--- src/rtl/uart_pkg.sv ---
// ---------------------------------------------------------------------------
// uart_pkg
// Shared definitions for the memory-mapped UART transmitter:
//   - tx_state_t      : transmitter FSM states (IDLE, START, DATA, STOP)
//   - DATA_OFS        : byte offset of the DATA register from BASE_ADDR
//   - STATUS_OFS      : byte offset of the STATUS register from BASE_ADDR
//   - STAT_* indices  : bit positions inside the STATUS word
//   - pack_status()   : assembles the 32-bit STATUS read value
// ---------------------------------------------------------------------------
package uart_pkg;

    typedef enum logic [1:0] {
        ST_IDLE  = 2'd0,
        ST_START = 2'd1,
        ST_DATA  = 2'd2,
        ST_STOP  = 2'd3
    } tx_state_t;

    localparam logic [31:0] DATA_OFS   = 32'd0;
    localparam logic [31:0] STATUS_OFS = 32'd4;

    // STATUS layout: {25'b0, count[3:0], ovf, full, busy}
    localparam int STAT_BUSY    = 0;
    localparam int STAT_FULL    = 1;
    localparam int STAT_OVF     = 2;
    localparam int STAT_CNT_LSB = 3;
    localparam int STAT_CNT_W   = 4;

    function automatic logic [31:0] pack_status(
        input logic [STAT_CNT_W-1:0] cnt,
        input logic                  ovf,
        input logic                  full,
        input logic                  busy
    );
        logic [31:0] s;
        s                              = '0;
        s[STAT_BUSY]                   = busy;
        s[STAT_FULL]                   = full;
        s[STAT_OVF]                    = ovf;
        s[STAT_CNT_LSB +: STAT_CNT_W]  = cnt;
        return s;
    endfunction

endpackage

--- src/rtl/uart_tx_fifo.sv ---
// ---------------------------------------------------------------------------
// uart_tx_fifo
// Byte queue between the CPU store port and the serialiser. The head entry is
// always visible on dout, so a pop and the use of the popped byte happen in
// the same cycle. A push while full is taken only when a pop frees the slot
// in the same cycle; pointers wrap modulo DEPTH.
//
// Parameters:
//   DEPTH  number of entries (1..15)
//   WIDTH  entry width in bits
// Ports:
//   clk    system clock, rising edge
//   reset  synchronous, active-high
//   push   write din at the tail (ignored when full and no pop)
//   pop    remove the head entry (ignored when empty)
//   din    data to push
//   dout   current head entry
//   count  number of valid entries
//   full   count == DEPTH
//   empty  count == 0
// ---------------------------------------------------------------------------
module uart_tx_fifo #(
    parameter int DEPTH = 4,
    parameter int WIDTH = 8
) (
    input  logic             clk,
    input  logic             reset,
    input  logic             push,
    input  logic             pop,
    input  logic [WIDTH-1:0] din,
    output logic [WIDTH-1:0] dout,
    output logic [3:0]       count,
    output logic             full,
    output logic             empty
);

    localparam int PTR_W = (DEPTH > 1) ? $clog2(DEPTH) : 1;
    localparam logic [PTR_W-1:0] PTR_LAST = PTR_W'(DEPTH - 1);

    logic [WIDTH-1:0] r_mem [DEPTH];
    logic [PTR_W-1:0] r_wr_ptr;
    logic [PTR_W-1:0] r_rd_ptr;
    logic [3:0]       r_count;

    logic w_do_push;
    logic w_do_pop;

    function automatic logic [PTR_W-1:0] ptr_next(input logic [PTR_W-1:0] p);
        return (p == PTR_LAST) ? '0 : p + 1'b1;
    endfunction

    assign empty     = (r_count == 4'd0);
    assign full      = (r_count == 4'(DEPTH));
    assign count     = r_count;
    assign dout      = r_mem[r_rd_ptr];

    assign w_do_pop  = pop && !empty;
    assign w_do_push = push && (!full || w_do_pop);

    // NOTE: the storage array has no reset; only pointers and count define
    // which entries are valid, so clearing the data would buy nothing.
    always_ff @(posedge clk) begin
        if (w_do_push) begin
            r_mem[r_wr_ptr] <= din;
        end
    end

    // NOTE: sequential state uses non-blocking assignments so every flop
    // samples the pre-edge values, independent of statement order.
    always_ff @(posedge clk) begin
        if (reset) begin
            r_wr_ptr <= '0;
            r_rd_ptr <= '0;
            r_count  <= 4'd0;
        end else begin
            if (w_do_push) begin
                r_wr_ptr <= ptr_next(r_wr_ptr);
            end
            if (w_do_pop) begin
                r_rd_ptr <= ptr_next(r_rd_ptr);
            end
            // Simultaneous push and pop leave the count unchanged.
            case ({w_do_push, w_do_pop})
                2'b10:   r_count <= r_count + 4'd1;
                2'b01:   r_count <= r_count - 4'd1;
                default: r_count <= r_count;
            endcase
        end
    end

endmodule

--- src/rtl/uart_tx_periph.sv ---
// ---------------------------------------------------------------------------
// uart_tx_periph
// Memory-mapped 8N1 UART transmitter for a small CPU data bus.
//   BASE_ADDR     DATA   (write: queue byte dmem_data_in[7:0]; read: 0)
//   BASE_ADDR+4   STATUS (read: {25'b0, count[3:0], ovf, full, busy};
//                         write: clear sticky ovf)
// Any other address reads 0 and writes are ignored.
//
// Build option: define UART_TX_FIFO_EN for a 4-entry queue; without it the
// queue is a single holding register. The register map is the same.
//
// Parameters:
//   CLK_HZ     system clock frequency in Hz
//   BAUD       serial bit rate; bit period is CLK_HZ/BAUD cycles (truncated)
//   BASE_ADDR  address of the DATA register
// Ports:
//   clk            system clock, rising edge
//   reset          synchronous, active-high
//   dmem_wren      store strobe, one cycle per store
//   dmem_address   CPU data address
//   dmem_data_in   store data, bits [7:0] used
//   funct3         access size, ignored
//   dmem_data_out  read data, registered (one-cycle latency)
//   tx             serial output, idle high, driven from a flop
// ---------------------------------------------------------------------------
module uart_tx_periph
    import uart_pkg::*;
#(
    parameter int          CLK_HZ    = 12000000,
    parameter int          BAUD      = 115200,
    parameter logic [31:0] BASE_ADDR = 32'hFFFFFFE0
) (
    input  logic        clk,
    input  logic        reset,
    input  logic        dmem_wren,
    input  logic [31:0] dmem_address,
    input  logic [31:0] dmem_data_in,
    input  logic [2:0]  funct3,
    output logic [31:0] dmem_data_out,
    output logic        tx
);

`ifdef UART_TX_FIFO_EN
    localparam int DEPTH = 4;
`else
    localparam int DEPTH = 1;
`endif

    localparam int DIV    = CLK_HZ / BAUD;
    localparam int BAUD_W = (DIV > 1) ? $clog2(DIV) : 1;
    localparam logic [BAUD_W-1:0] DIV_M1 = BAUD_W'(DIV - 1);

    localparam logic [31:0] DATA_ADDR   = BASE_ADDR + DATA_OFS;
    localparam logic [31:0] STATUS_ADDR = BASE_ADDR + STATUS_OFS;

    // ---------------------------------------------------------------------
    // Registers
    // ---------------------------------------------------------------------
    tx_state_t         r_state;
    logic              r_tx;
    logic [BAUD_W-1:0] r_baud_cnt;
    logic [7:0]        r_shift;
    logic [2:0]        r_bit_idx;
    logic              r_ovf;
    logic [31:0]       r_rdata;

    // ---------------------------------------------------------------------
    // Wires
    // ---------------------------------------------------------------------
    logic       w_data_wr;
    logic       w_status_wr;
    logic       w_bit_end;
    logic       w_pop;
    logic       w_ovf_set;
    logic       w_busy;
    logic [7:0] w_fifo_dout;
    logic [3:0] w_fifo_count;
    logic       w_fifo_full;
    logic       w_fifo_empty;
    logic       w_unused;

    // Size field and upper store-data bits are part of the bus but unused.
    assign w_unused    = ^{funct3, dmem_data_in[31:8]};

    assign w_data_wr   = dmem_wren && (dmem_address == DATA_ADDR);
    assign w_status_wr = dmem_wren && (dmem_address == STATUS_ADDR);
    assign w_bit_end   = (r_baud_cnt == '0);
    assign w_busy      = (r_state != ST_IDLE);

    // The FSM takes a byte either when leaving IDLE or when a STOP bit ends
    // with more data queued (back-to-back frames without an idle bit).
    assign w_pop = !w_fifo_empty &&
                   ((r_state == ST_IDLE) || ((r_state == ST_STOP) && w_bit_end));

    // A DATA write is lost only if the queue is full and nothing leaves it
    // in the same cycle.
    assign w_ovf_set = w_data_wr && w_fifo_full && !w_pop;

    assign tx            = r_tx;
    assign dmem_data_out = r_rdata;

    // ---------------------------------------------------------------------
    // Transmit queue
    // ---------------------------------------------------------------------
    uart_tx_fifo #(
        .DEPTH (DEPTH),
        .WIDTH (8)
    ) u_fifo (
        .clk   (clk),
        .reset (reset),
        .push  (w_data_wr),
        .pop   (w_pop),
        .din   (dmem_data_in[7:0]),
        .dout  (w_fifo_dout),
        .count (w_fifo_count),
        .full  (w_fifo_full),
        .empty (w_fifo_empty)
    );

    // ---------------------------------------------------------------------
    // Serialiser FSM. The baud counter is reloaded on every state entry and
    // at every bit boundary, so each bit lasts exactly DIV cycles.
    // ---------------------------------------------------------------------
    always_ff @(posedge clk) begin
        if (reset) begin
            r_state    <= ST_IDLE;
            r_tx       <= 1'b1;
            r_baud_cnt <= '0;
            r_shift    <= '0;
            r_bit_idx  <= '0;
        end else begin
            case (r_state)
                ST_IDLE: begin
                    r_tx <= 1'b1;
                    if (!w_fifo_empty) begin
                        r_state    <= ST_START;
                        r_shift    <= w_fifo_dout;
                        r_baud_cnt <= DIV_M1;
                        r_tx       <= 1'b0;
                    end
                end

                ST_START: begin
                    if (w_bit_end) begin
                        r_state    <= ST_DATA;
                        r_tx       <= r_shift[0];
                        r_shift    <= {1'b0, r_shift[7:1]};
                        r_bit_idx  <= 3'd0;
                        r_baud_cnt <= DIV_M1;
                    end else begin
                        r_baud_cnt <= r_baud_cnt - 1'b1;
                    end
                end

                ST_DATA: begin
                    if (w_bit_end) begin
                        r_baud_cnt <= DIV_M1;
                        if (r_bit_idx == 3'd7) begin
                            r_state <= ST_STOP;
                            r_tx    <= 1'b1;
                        end else begin
                            r_tx      <= r_shift[0];
                            r_shift   <= {1'b0, r_shift[7:1]};
                            r_bit_idx <= r_bit_idx + 3'd1;
                        end
                    end else begin
                        r_baud_cnt <= r_baud_cnt - 1'b1;
                    end
                end

                ST_STOP: begin
                    if (w_bit_end) begin
                        r_baud_cnt <= DIV_M1;
                        if (!w_fifo_empty) begin
                            r_state <= ST_START;
                            r_shift <= w_fifo_dout;
                            r_tx    <= 1'b0;
                        end else begin
                            r_state <= ST_IDLE;
                            r_tx    <= 1'b1;
                        end
                    end else begin
                        r_baud_cnt <= r_baud_cnt - 1'b1;
                    end
                end

                default: begin
                    r_state <= ST_IDLE;
                    r_tx    <= 1'b1;
                end
            endcase
        end
    end

    // ---------------------------------------------------------------------
    // Sticky overflow flag: a new overflow wins over a clearing write.
    // ---------------------------------------------------------------------
    always_ff @(posedge clk) begin
        if (reset) begin
            r_ovf <= 1'b0;
        end else if (w_ovf_set) begin
            r_ovf <= 1'b1;
        end else if (w_status_wr) begin
            r_ovf <= 1'b0;
        end
    end

    // ---------------------------------------------------------------------
    // Registered read port: only STATUS returns data, everything else is 0.
    // ---------------------------------------------------------------------
    always_ff @(posedge clk) begin
        if (reset) begin
            r_rdata <= '0;
        end else if (dmem_address == STATUS_ADDR) begin
            r_rdata <= pack_status(w_fifo_count, r_ovf, w_fifo_full, w_busy);
        end else begin
            r_rdata <= '0;
        end
    end

endmodule

--- config.mk ---
export PLATFORM = sky130hd
export DESIGN_NAME = uart_tx_periph
export DESIGN_NICKNAME = d
export VERILOG_FILES = /design/src/rtl/uart_pkg.sv /design/src/rtl/uart_tx_fifo.sv /design/src/rtl/uart_tx_periph.sv
export SDC_FILE = /design/constraint.sdc
export NUM_CORES = 1
export LEC_CHECK = 0
export ABC_AREA = 1
export CAP_MARGIN = 5
export CORE_UTILIZATION = 42
export CTS_BUF_LIST = sky130_fd_sc_hd__clkbuf_16
export DETAILED_ROUTE_END_ITERATION = 12
export PLACE_DENSITY = 0.91
export REMOVE_ABC_BUFFERS = 1
export SYNTH_ARGS = -nofsm -noshare
export SYNTH_HDL_FRONTEND = slang
export SYNTH_HIERARCHICAL = 1
export SYNTH_SLANG_ARGS = --single-unit
--- constraint.sdc ---
create_clock -name clk -period 2.6 [get_ports clk]
set_input_delay 0.52 -clock clk [delete_from_list [all_inputs] [get_ports clk]]
set_output_delay 0.52 -clock clk [all_outputs]
set_load 0.01 [all_outputs]
# Yosys cells after proc, flatten, opt, wreduce, memory -nomap -nowiden
# Memory sizes are Yosys's and may differ from the RTL's.
# Cells that the tools add are included.
# word_totals
ram_bits	8
mem_bits_ro	0
elab_cells	87
ff_bits	58
latchBits	0
n_memories	1
# memory_table
memory	words	width	read_ports	rd_clocked_by_memory_dff	write_ports	line	source
u_fifo.r_mem	1	8	1	0	1	uart_tx_fifo.sv:40	logic [WIDTH-1:0] r_mem [DEPTH];
# op_classes
n_lt_le_gt_ge	0
div_mod_pow	0
n_mul	0
addsub	4
shift	0
n_reduce_logical	26
eq_ne	15
mux	31
bitwise_logic	1
# op_table
cell	n
$eq A32 B32 Y1 const B	2
$mux W8	5
$pmux W8 S4	1
$mux W7	2
$pmux W7 S2	1
$ne A2 B2 Y1 const B	6
$mux W1	10
$mux W2	5
$mux W3	3
$logic_and A1 B1 Y1	8
$pmux W2 S4	1
$pmux W4 S2	1
$reduce_and A4 Y1	2
$reduce_bool A2 Y1	4
$logic_not A7 Y1	1
$sub A7 B1 Y7 const B	1
$eq A2 B2 Y1 const B	3
$pmux W3 S2	1
$reduce_and A5 Y1	1
$add A4 B1 Y4 const B	1
$eq A2 B1 Y1 const B	2
$eq A4 B1 Y1 const B	1
$logic_not A4 Y1	1
$pmux W1 S4	1
other kinds (10)	13

# Logic depth before layout (Yosys ltp)
# Gate-level depths: netlist of the first run.
# logic_depth
ltp_word	9
mapped_depth	18

# Modules after synthesis
# Netlist of the first run, hierarchy kept.
# by_module_without_submodules
module	cells_per_inst	seq_area_each_um2	area_each_um2	n_inst
uart_tx_periph	257	580.6	1774.2	1
uart_tx_fifo	59	320.3	565.5	1

# Worst setup path before layout of the first run
# No wires, ideal clock.
# synth_timing
path_kind	register to register
startpoint	register u_fifo.r_count[0], in the netlist u_fifo/count[0]
endpoint	register u_fifo.r_count[2], in the netlist u_fifo/count[2]
t_required_ns	2.487
t_arrival_ns	1.876
stages_incl_launch_ff	16
setup_slack_ns	0.611
setup_time_ns	0.113
cell_sequence	dfxtp_1 -> inv_2 -> ha_1 -> inv_1 -> nor2_1 -> nor2_1 -> nand4_1 -> nand2_1 -> o21ai_2 -> nand2_1 -> nand2_1 -> ha_1 -> nor2_1 -> o21ai_1 -> nor2_1 -> nor2_1
# synth_between
elab_chain_cells	8
word_cells_on_any_way	14
classes_between	add/sub: 2; eq/ne: 3; mux: 1; reduce/logical: 8
# synth_rtl
item	line	source
from (decl)	uart_tx_fifo.sv:43	logic [3:0] r_count;
from (signal assigned)	uart_tx_fifo.sv:84	2'b10: r_count <= r_count + 4'd1;
from (signal assigned)	uart_tx_fifo.sv:85	2'b01: r_count <= r_count - 4'd1;
from (signal assigned)	uart_tx_fifo.sv:86	default: r_count <= r_count;
$logic_not A4 Y1 *	uart_tx_fifo.sv:52	assign empty = (r_count == 4'd0);
named net w_fifo_empty	uart_tx_periph.sv:79	logic w_fifo_empty;
$logic_not A1 Y1 *	uart_tx_periph.sv:92	assign w_pop = !w_fifo_empty &&
$logic_and A1 B1 Y1 *	uart_tx_periph.sv:92	
named net w_pop	uart_tx_periph.sv:73	logic w_pop;
$logic_and A1 B1 Y1 *	uart_tx_fifo.sv:57	assign w_do_pop = pop && !empty;
$logic_or A1 B1 Y1	uart_tx_fifo.sv:58	assign w_do_push = push && (!full || w_do_pop);
$logic_and A1 B1 Y1	uart_tx_fifo.sv:58	
$eq A2 B1 Y1 / $eq A2 B2 Y1 (equally long branches)	uart_tx_fifo.sv:83	case ({w_do_push, w_do_pop})
$pmux W4 S2 / $reduce_bool A2 Y1 (equally long branches)	n/a	
# Mark *: on every way through the listed nets, which the timed path passes. The rest lies on a longest branch.
# A chain may end at the register's enable or synchronous reset.

# Worst setup path in the final report of the first run
# Ends and elaborated chain as after synthesis.

==> parameters.txt, run 1 <==
Parameter                              Value

Run status
  Result of the run    finished, final reports clean

Floorplan
  Die footprint    slightly below 6000 sq um
  Core area    5240 sq um
  Die width    ~77 um
  Num ports    slightly above 100
  Initial core utilization    44.7%
  Die outline height    76.6 um
  Number of core rows    26

GRT
  Number of global-route vias before repair    between 1.5k and 2k
  Antenna violations before repair    0
  Most Used Layer, Global Route    met2
  Met1 track demand over resource in global routing    18.0%
  Gr ovfl total    0
  Maximum number of pins on one net before global-route repair    22
  Met3 track utilization from global routing    between 4 and 5%
  Global-route usage over all layers    between 15 and 20%
  Wire length of the first global-routing pass    7940 um
  Met2 global-route usage    between 30% and 40%

Drt
  Vias    a little over 2k
  Remaining design rule violation count    0
  Drt pass-1 iters    5
  Routed vias/inst    ~4.7
  Wire length per cell after detailed routing    ~11 um
  Total Wirelength    4750 um
  Number of violations reported at the end of detailed-routing iteration 0    79
  Number of antenna-violating nets in the routed design    0

Place
  Port bufs    50
  Pre-CTS worst setup slack    around 0.2 ns
  Total half-perimeter wirelength after legalization and detailed placement    about 3700 um
  Placed cell areas    approximately 2800 sq um
  Routability Congestion    roughly 0.85

Clock tree
  Number of buffers created by CTS    5
  H-Tree Level Count    2
  Worst-case clock buffer depth    2
  TritonCTS clock tree    yes
  Setup bufs post-CTS    0
  Count of cells resized by post-cts repair    0
  CTS root buffer    sky130_fd_sc_hd__clkbuf_16
  Hold buffer count at CTS    0
  Clock Latency Late Sink    roughly 0.28 ns
  CTS sink cnt    slightly above 40
  Clock transition at the register clock pins on the worst setup and hold paths after CTS    0.06 ns

Timing
  Max frequency    436 MHz
  Final count of hold timing violations    0
  Period minus WS final    between 2 and 2.5 ns
  Unrepaired setup endpoints after global routing    no
  Worst slew margin    between 60% and 70%
  Final clock period utilization by the worst path    between 80% and 90%
  Max-slew violation total from the final report    0
  Final sum of negative setup slack    0 ns
  Final setup skew    around 0.0029 ns
  Final setup violation count    0
  Smallest setup slack after layout    ~0.31 ns
  Transition time of the tightest slew-check pin    slightly below 0.6 ns

Worst setup path
  Worst Path Buf+Inv    2
  Crit path kind    register to register
  Capturing element type of the critical path    register
  Capture point of the worst reg-to-reg path    u_fifo/count[2]
  R2r setup slk    0.31 ns
  Slowest cell delay on critical path    0.42 ns
  Startpoint type of the worst setup path    register
  Worst path cell trace    inv_2 > ha_1 > inv_1 > nor2_1 > nor2_1 > nand4_1 > nand2_1 > o21ai_2 > nand2_1 > nand2_1 > ha_1 > nor2_1 > o21ai_1 > nand2_1 > nand2_1 > nor2_1
  Worst flop-to-flop path startpoint    u_fifo/count[0]
  Critical-path top delay cell    sky130_fd_sc_hd__dfxtp_1
  R2R cell count    16
  Most repeated library cell on the critical path    sky130_fd_sc_hd__nand2_1
  Largest fanout on the critical path    6
  Top Family by Delay on Critical Path    simple AND/OR/NAND/NOR gates
  Critical path arrival    between 2 and 2.5 ns
  Req. time, crit path    about 2.8 ns

Run
  Count of max-cap constraint violations    0

Final layout
  Cell area after layout    2950 sq um
  Fraction of final layout cells sized beyond drive strength 1    under 10%
  Antenna cells    0
  Area Overhead vs Synth    26.3%
  Number of nets in the final layout    approximately 450

Power and ir drop
  IR drop worst, VDD    about 0.51 mV
  Leakage power total    0.00128 uW
  Overall Power    approximately 2100 uW
  Power density over the cells    719 nW/um^2

Worst hold path
  Class of the worst hold path    register to register
  Hold wc startpoint    r_ovf
  Terminating pin of the worst hold path    dmem_data_out[2]
  Worst Hold Depth    2

Yosys
  Synthesized area per cell    7.40 sq um
  Portion of the post-synthesis area used by sequential elements    between 30% and 40%
  Most instantiated flip-flop cell in the synthesis netlist    sky130_fd_sc_hd__dfxtp_1
  Synthesized flop and latch total    41
  Fraction of registers with async set or reset after synthesis    0%
  Ys Warns    6
  Netlist area before placement    2340 sq um
  Number of different library cells in the post-synthesis netlist    30
  Post-synthesis cell count    approximately 320
  Post-synth EDFFs    8
## metrics by stage
stage | utilization (%) | instances | hold WS, ns
floorplan | - | 311 | 0.408
global placement | 53.6 | 432 | 0.414
detailed placement | 53.6 | 432 | 0.418
CTS | 56.4 | 440 | 0.429
global route | 56.4 | 440 | 0.455
finish | 56.4 | 440 | 0.428
## sequential cells by signal, summed over array words and instances (netlist names)
register	cells
dmem_data_out	7
r_baud_cnt	7
r_bit_idx	3
r_ovf	1
r_shift	8
r_state	2
tx	1
u_fifo/count	4
u_fifo/r_mem	8
## routing by layer
layer	wire, um	up-vias
li1	-	1050
met1	1910	936
met2	2530	62
met3	261	5
met4	40	0
met5	0	-
## logic make-up (layout without fill, tap and decap cells)
logic type / Yosys count / in the layout / share of synthesized area, %
and+or+nand+nor: 149 / 149 / 27.0
buffers and inverters: 71 / 101 / 16.0
DFF: 41 / 41 / 38.5
AOI/OAI and AO/OA: 34 / 34 / 8.56
adders and majority gates: 14 / 14 / 7.49
xor gates and xnor gates: 5 / 5 / 1.87
other: 1 / 25 / 0.160
muxes: 1 / 1 / 0.428
## how the worst max path moves through the flow
stage	start	endpoint	slack, ns	cells after the start
6_report	u_fifo/count[0]	u_fifo/count[2]	0.31	16
4_1_cts	u_fifo/count[0]	u_fifo/count[2]	0.34	16
3_3_place_gp	dmem_address[1]	u_fifo/count[2]	0.26	12
2_1_floorplan	u_fifo/count[0]	u_fifo/count[2]	0.61	15
3_5_place_dp	dmem_address[13]	u_fifo/count[2]	0.21	13
5_1_grt	u_fifo/count[0]	u_fifo/count[2]	0.16	16
## worst register-to-register path, delay by kind of cell (launching register included)
family / cells / cell delay (ns)
buffers and inverters: 2 / 0.18
and+or+nand+nor: 10 / 0.80
adders and majority gates: 2 / 0.58
DFF: 1 / 0.42
AOI/OAI and AO/OA: 2 / 0.19
## Yosys cell counts (all sizes together) (3+ instances only)
master	count	area share, %
a21oi	20	4.3
ha	14	7.5
nor2	40	7.1
nand4	6	1.6
dfxtp	33	28
xor2	5	1.9
inv	42	6.7
o21ai	8	1.9
nand2	81	13
buf	27	9.0
nor3	3	0.64
nand3	17	3.9
edfxtp	8	10
## where the power goes
| group | total [uW] | internal (uW) | switching [uW] |
|---|---|---|---|
| clock | 612 | 357 | 255 |
| combinational | 710 | 281 | 429 |
| sequential | 802 | 736 | 66.1 |
## area by class of cell
cell class	count	area (sq um)
Multi-Input combinational cell	228	1150
Sequential cell	41	901
Clock inverter	3	21.3
Fill cell	479	2280
Clock buffer	5	125
Tap cell	70	87.6
Inverter	42	158
Timing Repair Buffer	51	508
## cells in the final DEF, fill, tap and decap left out, types with 2 or more instances in the layout
master                            netlist  final
sky130_fd_sc_hd__nand2_1               79     79
sky130_fd_sc_hd__clkdlybuf4s50_1        0     50
sky130_fd_sc_hd__inv_1                 39     39
sky130_fd_sc_hd__nor2_1                36     36
sky130_fd_sc_hd__dfxtp_1               33     33
sky130_fd_sc_hd__conb_1                 1     25
sky130_fd_sc_hd__a21oi_1               20     20
sky130_fd_sc_hd__nand3_1               16     16
sky130_fd_sc_hd__ha_1                  14     14
sky130_fd_sc_hd__edfxtp_1               8      8
sky130_fd_sc_hd__nand4_1                6      6
sky130_fd_sc_hd__o21ai_0                6      6
sky130_fd_sc_hd__xor2_1                 5      5
sky130_fd_sc_hd__clkbuf_16              0      5
sky130_fd_sc_hd__nor2_2                 3      3
sky130_fd_sc_hd__inv_2                  3      3
sky130_fd_sc_hd__nor3_1                 3      3
sky130_fd_sc_hd__a31oi_1                2      2
sky130_fd_sc_hd__nand2_2                2      2
sky130_fd_sc_hd__o211ai_1               2      2
Note: power is estimated with default switching activity, not from simulation.
==> run 2: changes to the inputs <==
--- a/config.mk
+++ b/config.mk
@@ -12,7 +12,9 @@
 export DETAILED_ROUTE_END_ITERATION = 12
 export PLACE_DENSITY = 0.91
 export REMOVE_ABC_BUFFERS = 1
+export SKIP_CTS_REPAIR_TIMING = 1
 export SYNTH_ARGS = -nofsm -noshare
 export SYNTH_HDL_FRONTEND = slang
 export SYNTH_HIERARCHICAL = 1
 export SYNTH_SLANG_ARGS = --single-unit
+export TNS_END_PERCENT = 5
==> results of run 2 <==
The final DEF is identical to that of run 1; final timing and power are the same.
